## config.mk

```make
export PLATFORM = sky130hd
export DESIGN_NAME = geiger_stack_receiver
export DESIGN_NICKNAME = d
export VERILOG_FILES = /design/src/rtl/geiger_stack_receiver.sv
export SDC_FILE = /design/constraint.sdc
export NUM_CORES = 1
export LEC_CHECK = 0
export ABC_AREA = 1
export BUFFER_PORTS_ARGS = -buffer_cell sky130_fd_sc_hd__buf_2
export CAP_MARGIN = 20
export CORE_UTILIZATION = 45
export CTS_CLUSTER_SIZE = 30
export DETAILED_ROUTE_END_ITERATION = 12
export MAX_ROUTING_LAYER = met4
export PLACE_DENSITY_LB_ADDON = 0.2
export SLEW_MARGIN = 20
export SYNTH_ARGS = -nofsm -noshare
export SYNTH_HDL_FRONTEND = slang
export SYNTH_SLANG_ARGS = --single-unit
```

## constraint.sdc

```tcl
create_clock -name CLK_1MHZ -period 3.5 [get_ports CLK_1MHZ]
set_clock_uncertainty 0.05 [all_clocks]
set_input_delay 0.175 -clock CLK_1MHZ [delete_from_list [all_inputs] [get_ports CLK_1MHZ]]
set_output_delay 0.175 -clock CLK_1MHZ [all_outputs]
set_load 0.01 [all_outputs]
```

## src/rtl/geiger_stack_receiver.sv

```systemverilog
// Geiger stack byte-stream receiver: hunts for SYNC_BYTE, gathers 10 payload
// bytes, verifies an XOR checksum and publishes the 80-bit stack.
module geiger_stack_receiver #(
  parameter logic [7:0]  SYNC_BYTE      = 8'hA5,
  parameter int unsigned TIMEOUT_CYCLES = 1000
) (
  input  logic        CLK_1MHZ,
  input  logic        RESET,
  input  logic [7:0]  D_IN,
  input  logic        D_STROBE,
  output logic [79:0] G_DATA_STACK,
  output logic        G_DATA_VALID,
  output logic        FRAME_ERR,
  output logic [7:0]  ERR_COUNT,
  output logic        BUSY
);

  localparam int unsigned    TW       = $clog2(TIMEOUT_CYCLES + 1);
  localparam logic [TW-1:0]  TMO_LAST = TW'(TIMEOUT_CYCLES - 1);

  typedef enum logic [1:0] {
    HUNT,
    PAYLOAD,
    CHECK
  } state_t;

  state_t         r_state;
  state_t         w_next;
  logic [3:0]     r_idx;
  logic [7:0]     r_xor;
  logic [79:0]    r_shadow;
  logic [TW-1:0]  r_tmo;
  logic           w_timeout;
  logic           w_sync_hit;
  logic           w_accept;
  logic           w_reject;
  logic           w_err;

  assign BUSY = (r_state != HUNT);

  always_comb begin
    w_next     = r_state;
    w_sync_hit = 1'b0;
    w_accept   = 1'b0;
    w_reject   = 1'b0;
    // Counter would reach TIMEOUT_CYCLES on this idle cycle.
    w_timeout  = (r_state != HUNT) && !D_STROBE && (r_tmo == TMO_LAST);
    case (r_state)
      HUNT: begin
        if (D_STROBE && (D_IN == SYNC_BYTE)) begin
          w_sync_hit = 1'b1;
          w_next     = PAYLOAD;
        end
      end
      PAYLOAD: begin
        if (w_timeout)
          w_next = HUNT;
        else if (D_STROBE && (r_idx == 4'd9))
          w_next = CHECK;
      end
      CHECK: begin
        if (w_timeout) begin
          w_next = HUNT;
        end else if (D_STROBE) begin
          w_accept = (D_IN == r_xor);
          w_reject = (D_IN != r_xor);
          w_next   = HUNT;
        end
      end
      default: w_next = HUNT;
    endcase
    w_err = w_reject || w_timeout;
  end

  always_ff @(posedge CLK_1MHZ) begin
    if (!RESET) begin
      r_state      <= HUNT;
      r_idx        <= '0;
      r_xor        <= '0;
      r_shadow     <= '0;
      r_tmo        <= '0;
      G_DATA_STACK <= '0;
      G_DATA_VALID <= 1'b0;
      FRAME_ERR    <= 1'b0;
      ERR_COUNT    <= '0;
    end else begin
      r_state      <= w_next;
      G_DATA_VALID <= w_accept;
      FRAME_ERR    <= w_err;

      if (w_accept)
        G_DATA_STACK <= r_shadow;

      if (w_err && (ERR_COUNT != '1))
        ERR_COUNT <= ERR_COUNT + 8'd1;

      if ((r_state == HUNT) || D_STROBE || w_timeout)
        r_tmo <= '0;
      else
        r_tmo <= r_tmo + TW'(1);

      if (w_sync_hit || w_timeout) begin
        r_idx    <= '0;
        r_xor    <= '0;
        r_shadow <= '0;
      end else if ((r_state == PAYLOAD) && D_STROBE) begin
        // Shifting in MSB-first lands payload byte k at [79-8k -: 8] after 10 bytes.
        r_shadow <= {r_shadow[71:0], D_IN};
        r_xor    <= r_xor ^ D_IN;
        r_idx    <= r_idx + 4'd1;
      end
    end
  end

endmodule

```

* Word-level counts from Yosys, hierarchy flattened *
Cells that the tools add are included.

word-level totals
  input bits = 11
  bits in registers = 194
  logic and storage cells = 55

cells by class
  muxes and demuxes = 14
  eq/ne operators = 11
  bitwise operators = 2
  add/sub/neg operators = 3
  reductions and logical operators = 16

operators by type and width
  cell                                                 number
  adder 10 x 1 -> 10 bit, second input constant        1
  equality test 10 bit, second input constant          1
  two-way mux 2 bit                                    5
  adder 8 x 1 -> 8 bit, second input constant          1
  equality test 8 bit                                  1
  equality test 8 bit, second input constant           1
  two-way mux 1 bit                                    8
  != test 8 bit                                        1
  != test 8 bit, second input constant                 1
  XOR 8 bit                                            1
  logical AND 1 bit                                    6
  != test 3 bit, second input constant                 2
  case mux 2 bit (3 select lines)                      1
  adder 4 x 1 -> 4 bit, second input constant          1
  equality test 4 bit, second input constant           1
  logical OR 1 bit                                     4
  OR reduction 2 bit                                   2
  AND reduction 3 bit                                  1
  equality test 2 x 1 -> 1 bit, second input constant  1
  equality test 2 bit, second input constant           1
  zero test 2 bit                                      1
  != test 2 bit, second input constant                 1
  nonzero test 2 bit                                   1
  zero test 1 bit                                      1
  NOT 1 bit                                            1

* Longest topological paths before layout *
Gate-level depths: netlist of run 1.

  depth after elaboration = 7
  mapped depth = 11
  depth with buffers taken out = 11

* Least setup slack after synthesis of run 1 *
Ideal clock, no wire load.

  path kind = register to register
  start point = register ERR_COUNT[0]
  end point = register ERR_COUNT[2]
  data required time = 3377 ps
  data arrival time = 1470 ps
  stages on the path, launching flop included = 8
  slack = 1907 ps
  clock period less this slack = 1593 ps
  cell sequence = dfxtp_1 ha_1 nand3_1 nor2_1 nand3_1 nand2_4 nand2_1 a21oi_1

on the way
  longest elaborated chain between the ends = 2

ends and longest elaborated chain
  item                                                                          line  source
  start: declaration                                                            14    output logic [7:0] ERR_COUNT,
  start signal: assignment                                                      95    ERR_COUNT <= ERR_COUNT + 8'd1;
  parallel branches: the longest is 2 deep, another holds adder 8 x 1 -> 8 bit  n/a

Several ways; the timed one is not identified.
A chain may end at the register's enable or synchronous reset.

* Worst setup path after layout of run 1 *
  start point = input D_IN[3]
  end point = register G_DATA_STACK[36]

on the way
  longest elaborated chain between the ends = 4

ends and longest elaborated chain
  item                    line  source
  start: declaration      9     input logic [7:0] D_IN,
  equality test 8 bit     65    w_accept = (D_IN == r_xor);
  two-way mux 1 bit       64    end else if (D_STROBE) begin
  two-way mux 1 bit       62    if (w_timeout) begin
  two-way mux 1 bit       48    case (r_state)
  end signal: assignment  92    G_DATA_STACK <= r_shadow;
  end: declaration        11    output logic [79:0] G_DATA_STACK,

No other way between the ends.

==> flow_summary.ini, run 1 <==
[status]
status = complete, no violations

[timing]
setup_violations = 0
drv_slew = 0
finalHoldViolCount = 0
hold_slack_ns = 0.0189
rsz0062_at_grt = no
layout_min_cycle_time_ns = 2.28
finalSetupTns_ns = 0
finalCritPeriodShare = 0.652
worst_pin_slew_ns = 1.00
maxSlewHeadroom = 0.332
fmax_ghz = 0.438

[worst_setup_path]
critical-path-max-stage-delay_ns = 0.53
critPathLaunchType = input pin
worstPathMaxFanout = 79
critical_path_class = input pin to register
cp_cell_sequence = dlygate4sd3_1 -> buf_2 -> xnor2_1 -> nand2_1 -> nor2_2 -> nand3_4 -> buf_4 -> o21ai_0 -> a21oi_1
r2r_slack_ns = 1.33
cp-endpoint = G_DATA_STACK[36]
cp.arrival_ns = 2.52
crit_start = D_IN[3]
r2r_end = G_DATA_STACK[36]
r2r_start = r_xor[7]
critPathRequiredTime_ns = 3.74
crit_path_end_kind = register
reg2reg_depth = 8
crit_slowest_cell = dlygate4sd3_1

[die]
die_h_um = 133
core_um2 = 16600
rows = 47
die_w_um = 133
initial_core_util = 0.462
dieArea_um2 = 17600
io-pin-count = 102

[synthesis]
yosysSeqAreaShare = 0.506
synthXorXnorAreaFrac = 0.0160
synth_fp_nets = 936
syn-cell-area_um2 = 7680
synth.area.mux_share = 0
syn_inst = 921
synth_compound_area_frac = 0.202
syn_area_per_cell_um2 = 8.34
ys_seq_elements = 194
synth-adder-area-share = 0.00652
ys_types = 35
yosysWarnings = 0
synth_top_family_by_area = compound AO/OA/AOI/OAI gates
yosys.area_share.simple = 0.163

[cells_and_area]
n_antenna_cell = 0
fin_nets = 1014
postLayoutCoreUtil = 0.531
stdcell_area_um2 = 8830
instances_no_fill = 1231
drive_gt1_frac = 0.223
syn2layout_area_growth_pct = 15.0
n_fill_cell = 1595

[place]
hpwlAfterDp_um = 9980
placed_cells = 1194
gp_congestion = 0.809
placed_cell_area_um2 = 8110
portBuffers = 101

[grt]
grt_pass1_vias = 5264
grt_pass1_wl_um = 26100
overflow = 0
grt_max_degree = 100
antenna_found_initial = 0
track_usage = 0.188

[cts]
cts_max_level = 4
clockBufferDepth = 2
cts_resized = 0
cts_tree = yes
cts_setup_buffers = 0
cts_buffers = 17
clock_tree.root_cell = clkbuf_16
clkLatencyLatePin_ns = 0.43
clk_pin_slew_ns = 0.07
postCtsHoldBufs = 6
cts.sink_count = 194

[run]
max_cap_viol_count = 0

[route]
ant_nets = 0
vias = 5967
routed_wl_um = 15700
wl_per_cell_um = 12.7
via_per_inst = 4.85
drc = 0
first_pass_iters = 4
initialDrtViolationCount = 295

[pwr]
powerDensity_nw_per_um2 = 509
p_leak_uw = 0.00324
vdd_drop_max_mv = 0.368

[worst_hold_path]
hp-class = input pin to register
-- power breakdown --
part	switching [uW]	leakage [uW]	internal, uW
clock network	834	0.000324	1360
registers	0.306	0.00156	2210
logic	69.4	0.00135	28.3
total	903	0.00324	3590
-- worst max-delay path, delay by kind of cell --
family	cells	cell delay, ns
AOI/OAI and AO/OA	2	0.35
buffers and inverters	3	1.15
xor gates and xnor gates	1	0.19
and+or+nand+nor	3	0.61
-- synth_stat cells --
master	count	area, um2
or2_0	2	12.5
nand2_4	2	22.5
a21oi_2	60	526
nor2_4	1	11.3
nor4_1	1	6.26
ha_1	4	50.1
nand4_1	3	18.8
nand3b_1	1	7.51
xnor2_1	9	78.8
o21ai_1	10	50.1
nor3_1	4	20.0
nand3_4	1	17.5
inv_1	98	368
nand4_4	1	21.3
nor2_2	14	87.6
a21oi_1	124	621
nor2_1	24	90.1
nor3b_1	3	22.5
or2_1	1	6.26
nand2_2	2	12.5
o21ai_0	71	355
nand2_1	201	754
inv_2	2	7.51
nand3_2	1	10.0
nor3_2	1	10.0
nand3_1	23	115
buf_2	12	60.1
dfxtp_1	194	3880
buf_8	1	15.0
clkbuf_1	25	93.8
buf_6	10	113
and3_1	1	6.26
clkinv_1	1	3.75
xor2_1	5	43.8
buf_12	8	160
-- cell type report --
type	instances	area, um2	area share
repair buffers	115	638	0.0722
clock buffers	18	439	0.0497
multi-input cells	570	2990	0.338
well taps	220	275	0.0312
inverters	101	379	0.0429
clock inverters	13	230	0.0261
flip-flops and latches	194	3880	0.440
-- per-layer routing --
layer  up-vias  GRT usage  share of wire
met3        19     0.0395          0.036
met4         0     0.0626          0.013
met2        99      0.285           0.45
met1      2743      0.249           0.50
li1       3106          -              -
met5         -          -              0
-- state kept, by name, indices dropped and copies added, names as in the netlist --
signal,cells
G_DATA_VALID,1
r_xor,8
G_DATA_STACK,80
r_state,2
r_tmo,10
r_shadow,80
ERR_COUNT,8
r_idx,4
FRAME_ERR,1
-- stage by stage --
step	worst slack (ns)	power (uW)
floorplan	1.91	2340
finish	1.22	4500
global route	0.978	4640
global placement	1.33	2350
detailed placement	1.32	2350
CTS	1.24	4540
-- kinds of logic (layout without fill, tap and decap cells) --
kind of cell             count (synthesis)  in the layout
AND/OR/NAND/NOR                        287            287
AO/OA/AOI/OAI                          265            265
flip-flops                             194            194
buffers and inverters                  157            247
XOR/XNOR                                14             14
adder cells (fa/ha/maj)                  4              4
-- worst min path at each step --
stage | depth (start not counted) | to | start | slack [ns]
2_1_floorplan | 2 | r_shadow[0] | D_IN[0] | 0.27
3_3_place_gp | 2 | G_DATA_STACK[55] | G_DATA_STACK[55] | 0.38
3_5_place_dp | 2 | G_DATA_STACK[24] | G_DATA_STACK[24] | 0.38
4_1_cts | 3 | r_shadow[4] | D_IN[4] | 0.003
5_1_grt | 3 | r_shadow[4] | D_IN[4] | 0.03
6_report | 3 | r_shadow[4] | D_IN[4] | 0.02
-- cell usage in the layout, fill, tap and decap left out, types with 2 or more instances in the layout --
| cell | Yosys | routed |
|---|---|---|
| nand2_1 | 201 | 201 |
| dfxtp_1 | 194 | 194 |
| a21oi_1 | 124 | 124 |
| buf_2 | 12 | 101 |
| inv_1 | 98 | 98 |
| o21ai_0 | 71 | 71 |
| a21oi_2 | 60 | 60 |
| nor2_1 | 24 | 24 |
| nand3_1 | 23 | 23 |
| clkbuf_16 | 0 | 17 |
| nor2_2 | 14 | 14 |
| o21ai_1 | 10 | 10 |
| xnor2_1 | 9 | 9 |
| buf_4 | 0 | 7 |
| bufinv_16 | 0 | 6 |
| dlygate4sd3_1 | 0 | 6 |
| xor2_1 | 5 | 5 |
| nor3_1 | 4 | 4 |
| ha_1 | 4 | 4 |
| nand2_4 | 2 | 3 |
| nand4_1 | 3 | 3 |
| nor3b_1 | 3 | 3 |
| clkinv_2 | 0 | 3 |
| nand3_4 | 1 | 2 |
| inv_2 | 2 | 2 |
| or2_0 | 2 | 2 |
| clkinvlp_4 | 0 | 2 |
Power figures use the tool's default switching activity.
==> run 2: changes to the inputs <==
Settings changed: ABC_AREA 1 to 0.
Clock period 3.5 ns to 2.25 ns, I/O delays scaled along.
==> run 2 against run 1 <==
Effect of this change:
- clock power up 33%
- critical endpoint is now ERR_COUNT[5]
- register-to-register slack worse by 1.2 ns
- first-iteration DRC count up 53%
- worst hold slack better by 0.026 ns
- setup slack worse by 1.1 ns
- sequential power up 55%
- non-clock buffer count up 10
- highest routed layer unchanged
==> flow_summary.ini, run 2 <==
[status]
status = complete, no violations

[synthesis]
synth_fp_nets = 893
netlist.area_leader.share = 0.551
synth.top_cells.by_count = 336 x nand2_1, 194 x dfxtp_1, 165 x a21oi_1, 45 x clkbuf_1, 30 x nor2_1
ys_seq_elements = 194
async_flop_share = 0
yosys.area.top_type = dfxtp_1
ys_top_cells_by_area = dfxtp_1 55%, nand2_1 18%, a21oi_1 12%
yosysSeqAreaShare = 0.551
synthFlopType = dfxtp_1
ys_types = 37
yosysMostFrequentCell = nand2_1
synth_edf_count = 0
yosysWarnings = 0
syn_area_per_cell_um2 = 8.03
syn-cell-area_um2 = 7050
syn_inst = 878

[cts]
cts_max_level = 4
cts.sink_count = 194
clkLatencyLatePin_ns = 0.43
cts_tree = yes
clockBufferDepth = 2
clk_pin_slew_ns = 0.07
clock_tree.root_cell = clkbuf_16
cts_setup_buffers = 0
cts_buffers = 17

[timing]
layout_min_cycle_time_ns = 2.14
worst_pin_slew_ns = 0.830
fmax_ghz = 0.466
rsz0062_at_grt = no
setup_violations = 0
setup_ws_ns = 0.106
finalHoldViolCount = 0
maxSlewHeadroom = 0.447
finalCritPeriodShare = 0.953
finalSetupTns_ns = 0
drv_slew = 0

[run]
max_cap_viol_count = 0

[worst_hold_path]
hold_path_depth = 3
hp-class = input pin to register

[die]
rows = 45
core_um2 = 15300
die_w_um = 127
io-pin-count = 102
initial_core_util = 0.462
die_h_um = 127
dieArea_um2 = 16200

[grt]
track_usage = 0.210
grt_pass1_wl_um = 26200
antenna_found_initial = 0
grt_max_degree = 81
overflow = 0
grt_pass1_vias = 5272

[route]
initialDrtViolationCount = 451
wl_per_cell_um = 13.2
vias = 5825
drc = 0
ant_nets = 0
routed_wl_um = 15700
first_pass_iters = 4
via_per_inst = 4.90

[cells_and_area]
mostFrequentLayoutCell = nand2_1
drive_gt1_frac = 0.164
final_cell_mix = 336 x nand2_1, 194 x dfxtp_1, 165 x a21oi_1
syn2layout_area_growth_pct = 20.2
stdcell_area_um2 = 8480
fin_nets = 980
n_antenna_cell = 0
largestRegisters = G_DATA_STACK (80), r_shadow (80), r_tmo (10)

[place]
gp_congestion = 0.766
dp_worst_setup_slack_ns = 0.112
portBuffers = 101
placed_cell_area_um2 = 7820
hpwlAfterDp_um = 10000

[worst_setup_path]
worstPathMaxFanout = 4
critical_path_class = register to register
critPathLaunchType = register
cp.arrival_ns = 2.46
crit_path_end_kind = register
critPathRequiredTime_ns = 2.56
reg2reg_depth = 6

[pwr]
vdd_drop_max_mv = 0.540
powerDensity_nw_per_um2 = 763
p_leak_uw = 0.00308
-- run 2: changes by cell type after synthesis, sizes merged, moves of 8 or more --
cell    delta
nand2    +131
inv       -94
o21ai     -79
clkbuf    +20
a21oi     -19
buf       -19
nand3     -16
nor2       -9
xor2       +8
-- run 2: final cells by class --
cell class                 instances  area (um2)
clock buffer                      20         437
clock inverter                    12         135
fill                            1494        6780
inverter                           6        22.5
multi-input combinational        621        2940
sequential                       194        3880
tap                              211         264
timing repair buffer             125         793
-- run 2: worst paths after layout --
check                   start  slack [ns]               end
max reg2reg          r_tmo[0]        0.11      ERR_COUNT[5]
min                     RESET        0.05      ERR_COUNT[1]
min reg2reg  G_DATA_STACK[74]        0.40  G_DATA_STACK[74]
max                  r_tmo[0]        0.11      ERR_COUNT[5]
-- run 2: metal layers --
layer	share of wire	vias to the layer above	GRT usage
li1	-	3025	-
met1	0.50	2690	0.285
met2	0.46	98	0.307
met3	0.033	12	0.0477
met4	0.011	0	0.0700
met5	0	-	-
-- run 2: power by group --
group,internal [uW],leakage [uW],switching (uW)
logic,39.6,0.00125,78.2
clock network,1640,0.000267,1280
registers,3430,0.00156,0.310
-- run 2: what timing repair did --
item | 4_1_cts | 5_1_grt
setup endpoints to repair | 0 | 6
hold buffers | 8 | 0
endpoints found under the hold margin | 10 | 0
gates resized for setup | 0 | 1
-- run 2: worst max-delay path: stages, from the launching register on --
cell and delay, ns:
dfxtp_1 0.37, ha_2 0.23, nand4b_1 0.12, or4_4 0.53
or4_4 0.52, o21ai_2 0.08, mux2i_1 0.18
-- run 2: stage by stage --
stage               cells  power, uW  hold WS, ns  utilization
finish               1189       6470       0.0452        0.556
global route         1189       6700       0.0504        0.556
CTS                  1189       6550       0.0254        0.555
detailed placement   1149       3620        0.394        0.513
global placement     1149       3620        0.390        0.513
floorplan             878       3570        0.218            -
-- run 2: kinds of logic after synthesis --
| logic type | synth area share |
|---|---|
| simple gates | 0.233 |
| flops | 0.551 |
| compound gates | 0.130 |
| buf+inv | 0.0364 |
| xor+xnor | 0.0335 |
| mux | 0.00993 |
| fa+ha+maj | 0.00710 |
==> run 3: changes to the inputs <==
Settings changed: GPL_TIMING_DRIVEN set to 0, RECOVER_POWER set to 50.
Clock period 2.25 ns to 1.9 ns, I/O delays scaled along.
==> run 3 against run 2 <==
Effect of this change:
- the run now ends with setup timing left
- sequential share of layout area down 0.93 points
- final cell count up 4.0%
- wire length up 10%
==> flow_summary.ini, run 3 (synthesis gave the netlist of run 2 again) <==
[grt]
grt_use_met2 = 0.347
grt_pass1_wl_um = 27500
track_usage = 0.224
antenna_found_initial = 0
met3_usage = 0.0448
grt_pass1_vias = 5482
use_met1 = 0.292
overflow = 0
grt_max_degree = 17
grt.busiest_layer = met2

[worst_setup_path]
cp_cell_sequence = ha_4 -> nand4b_1 -> or4_4 -> or4_4 -> o21ai_2 -> mux2i_1
critical_path_class = register to register
worstPathMaxFanout = 4
critical-path-max-stage-delay_ns = 0.53
r2r_start = r_tmo[0]
r2r_slack_ns = -0.07
r2r_end = ERR_COUNT[5]
crit_path_end_kind = register
cp-endpoint = ERR_COUNT[5]
crit_start = r_tmo[0]
reg2reg_depth = 6
cp.arrival_ns = 2.29
crit_slowest_cell = or4_4
cpMostUsedCell = or4_4
critPathRequiredTime_ns = 2.22
critPathLaunchType = register

[route]
initialDrtViolationCount = 456
vias = 6143
routed_wl_um = 17200
via_per_inst = 4.97
wl_per_cell_um = 13.9
ant_nets = 0
first_pass_iters = 5
drc = 0

[die]
die_w_um = 127
rows = 45
die_h_um = 127
initial_core_util = 0.462
core_um2 = 15300
io-pin-count = 102
dieArea_um2 = 16200

[place]
placed_cell_area_um2 = 7850
portBuffers = 101
hpwlAfterDp_um = 11700
gp_congestion = 0.827

[cts]
cts_max_level = 4
cts.sink_count = 194
clock_tree.root_cell = clkbuf_16
clockBufferDepth = 2
clk_pin_slew_ns = 0.07
cts_buffers = 17
clkLatencyLatePin_ns = 0.44
cts_tree = yes

[timing]
finalSetupTns_ns = -0.0687
setup_ws_ns = -0.0687
finalHoldViolCount = 0
finalCritPeriodShare = 1.04
worst_pin_slew_ns = 0.680
maxSlewHeadroom = 0.546
fmax_ghz = 0.508
rsz0062_at_grt = yes
drv_slew = 0
setup_violations = 1
layout_min_cycle_time_ns = 1.97

[pwr]
p_leak_uw = 0.00289
power_uw = 8340
powerDensity_nw_per_um2 = 962
vdd_drop_max_mv = 0.660

[cells_and_area]
n_fill_cell = 1484
largestRegisters = G_DATA_STACK (80), r_shadow (80), r_tmo (10)
syn2layout_area_growth_pct = 23.0
fin_nets = 1029
mostFrequentLayoutCell = nand2_1
n_antenna_cell = 0
drive_gt1_frac = 0.106
final_cell_mix = 336 x nand2_1, 187 x dfxtp_1, 165 x a21oi_1
stdcell_area_um2 = 8680

[status]
status = complete, but fails checks
violations = setup timing

[worst_hold_path]
hp-class = input pin to register

[run]
max_cap_viol_count = 0
## run 3: through the flow
step / hold slack (ns) / utilization / cells / worst slack [ns]
4_1_cts: 0.0439 / 0.573 / 1237 / -0.169
5_1_grt: 0.0637 / 0.569 / 1237 / -0.127
3_3_place_gp: 0.373 / 0.514 / 1190 / -0.744
3_5_place_dp: 0.373 / 0.514 / 1190 / -0.363
6_report: 0.0417 / 0.569 / 1237 / -0.0687
2_1_floorplan: 0.200 / - / 878 / -0.0955
## run 3: critical path, delay by kind of cell (launching register included)
family	cells	cell delay, ns
simple gates	3	1.10
mux	1	0.18
fa+ha+maj	1	0.12
compound gates	1	0.08
flops	1	0.36
## run 3: layout make-up
| class | instances | area, um2 | share of cell area |
|---|---|---|---|
| Buffer | 53 | 278 | 0.0320 |
| Sequential cell | 194 | 3890 | 0.449 |
| Tap cell | 211 | 264 | 0.0304 |
| Clock buffer | 19 | 453 | 0.0522 |
| Clock inverter | 12 | 225 | 0.0260 |
| Multi-Input combinational cell | 622 | 2970 | 0.343 |
| Timing Repair Buffer | 120 | 567 | 0.0653 |
| Inverter | 6 | 22.5 | 0.00260 |
## run 3: worst min-delay path by stage
stage / depth (start not counted) / slack (ns) / end / startpoint
4_1_cts: 3 / 0.04 / r_state[0] / D_STROBE
5_1_grt: 3 / 0.06 / r_state[0] / D_STROBE
2_1_floorplan: 2 / 0.20 / ERR_COUNT[6] / RESET
3_3_place_gp: 3 / 0.37 / r_shadow[2] / D_IN[2]
3_5_place_dp: 3 / 0.37 / r_shadow[2] / D_IN[2]
6_report: 3 / 0.04 / r_state[0] / D_STROBE
## run 3: report_power, final
part	internal (uW)	total (uW)	switching [uW]	leakage, uW
Clock	2540	4130	1590	0.000334
Sequential	4060	4060	0.377	0.00157
Combinational	51.4	151	99.8	0.000989
Total	6660	8340	1690	0.00289
## run 3: what timing repair did
| action | CTS | global route |
|---|---|---|
| buffers inserted | 8 | 1 |
| pin swaps | 7 | 4 |
| endpoints found under the setup margin | 173 | 185 |
| hold endpoints to repair | 17 | 0 |
| gates resized for setup | 23 | 47 |
| hold buffers | 9 | 0 |
| cloned | 1 | 1 |
## run 3: metal layers
layer  share of wire  vias to the layer above
li1                -                     3137
met1            0.49                     2863
met2            0.46                      121
met3           0.034                       22
met4           0.015                        0
met5               0                        -
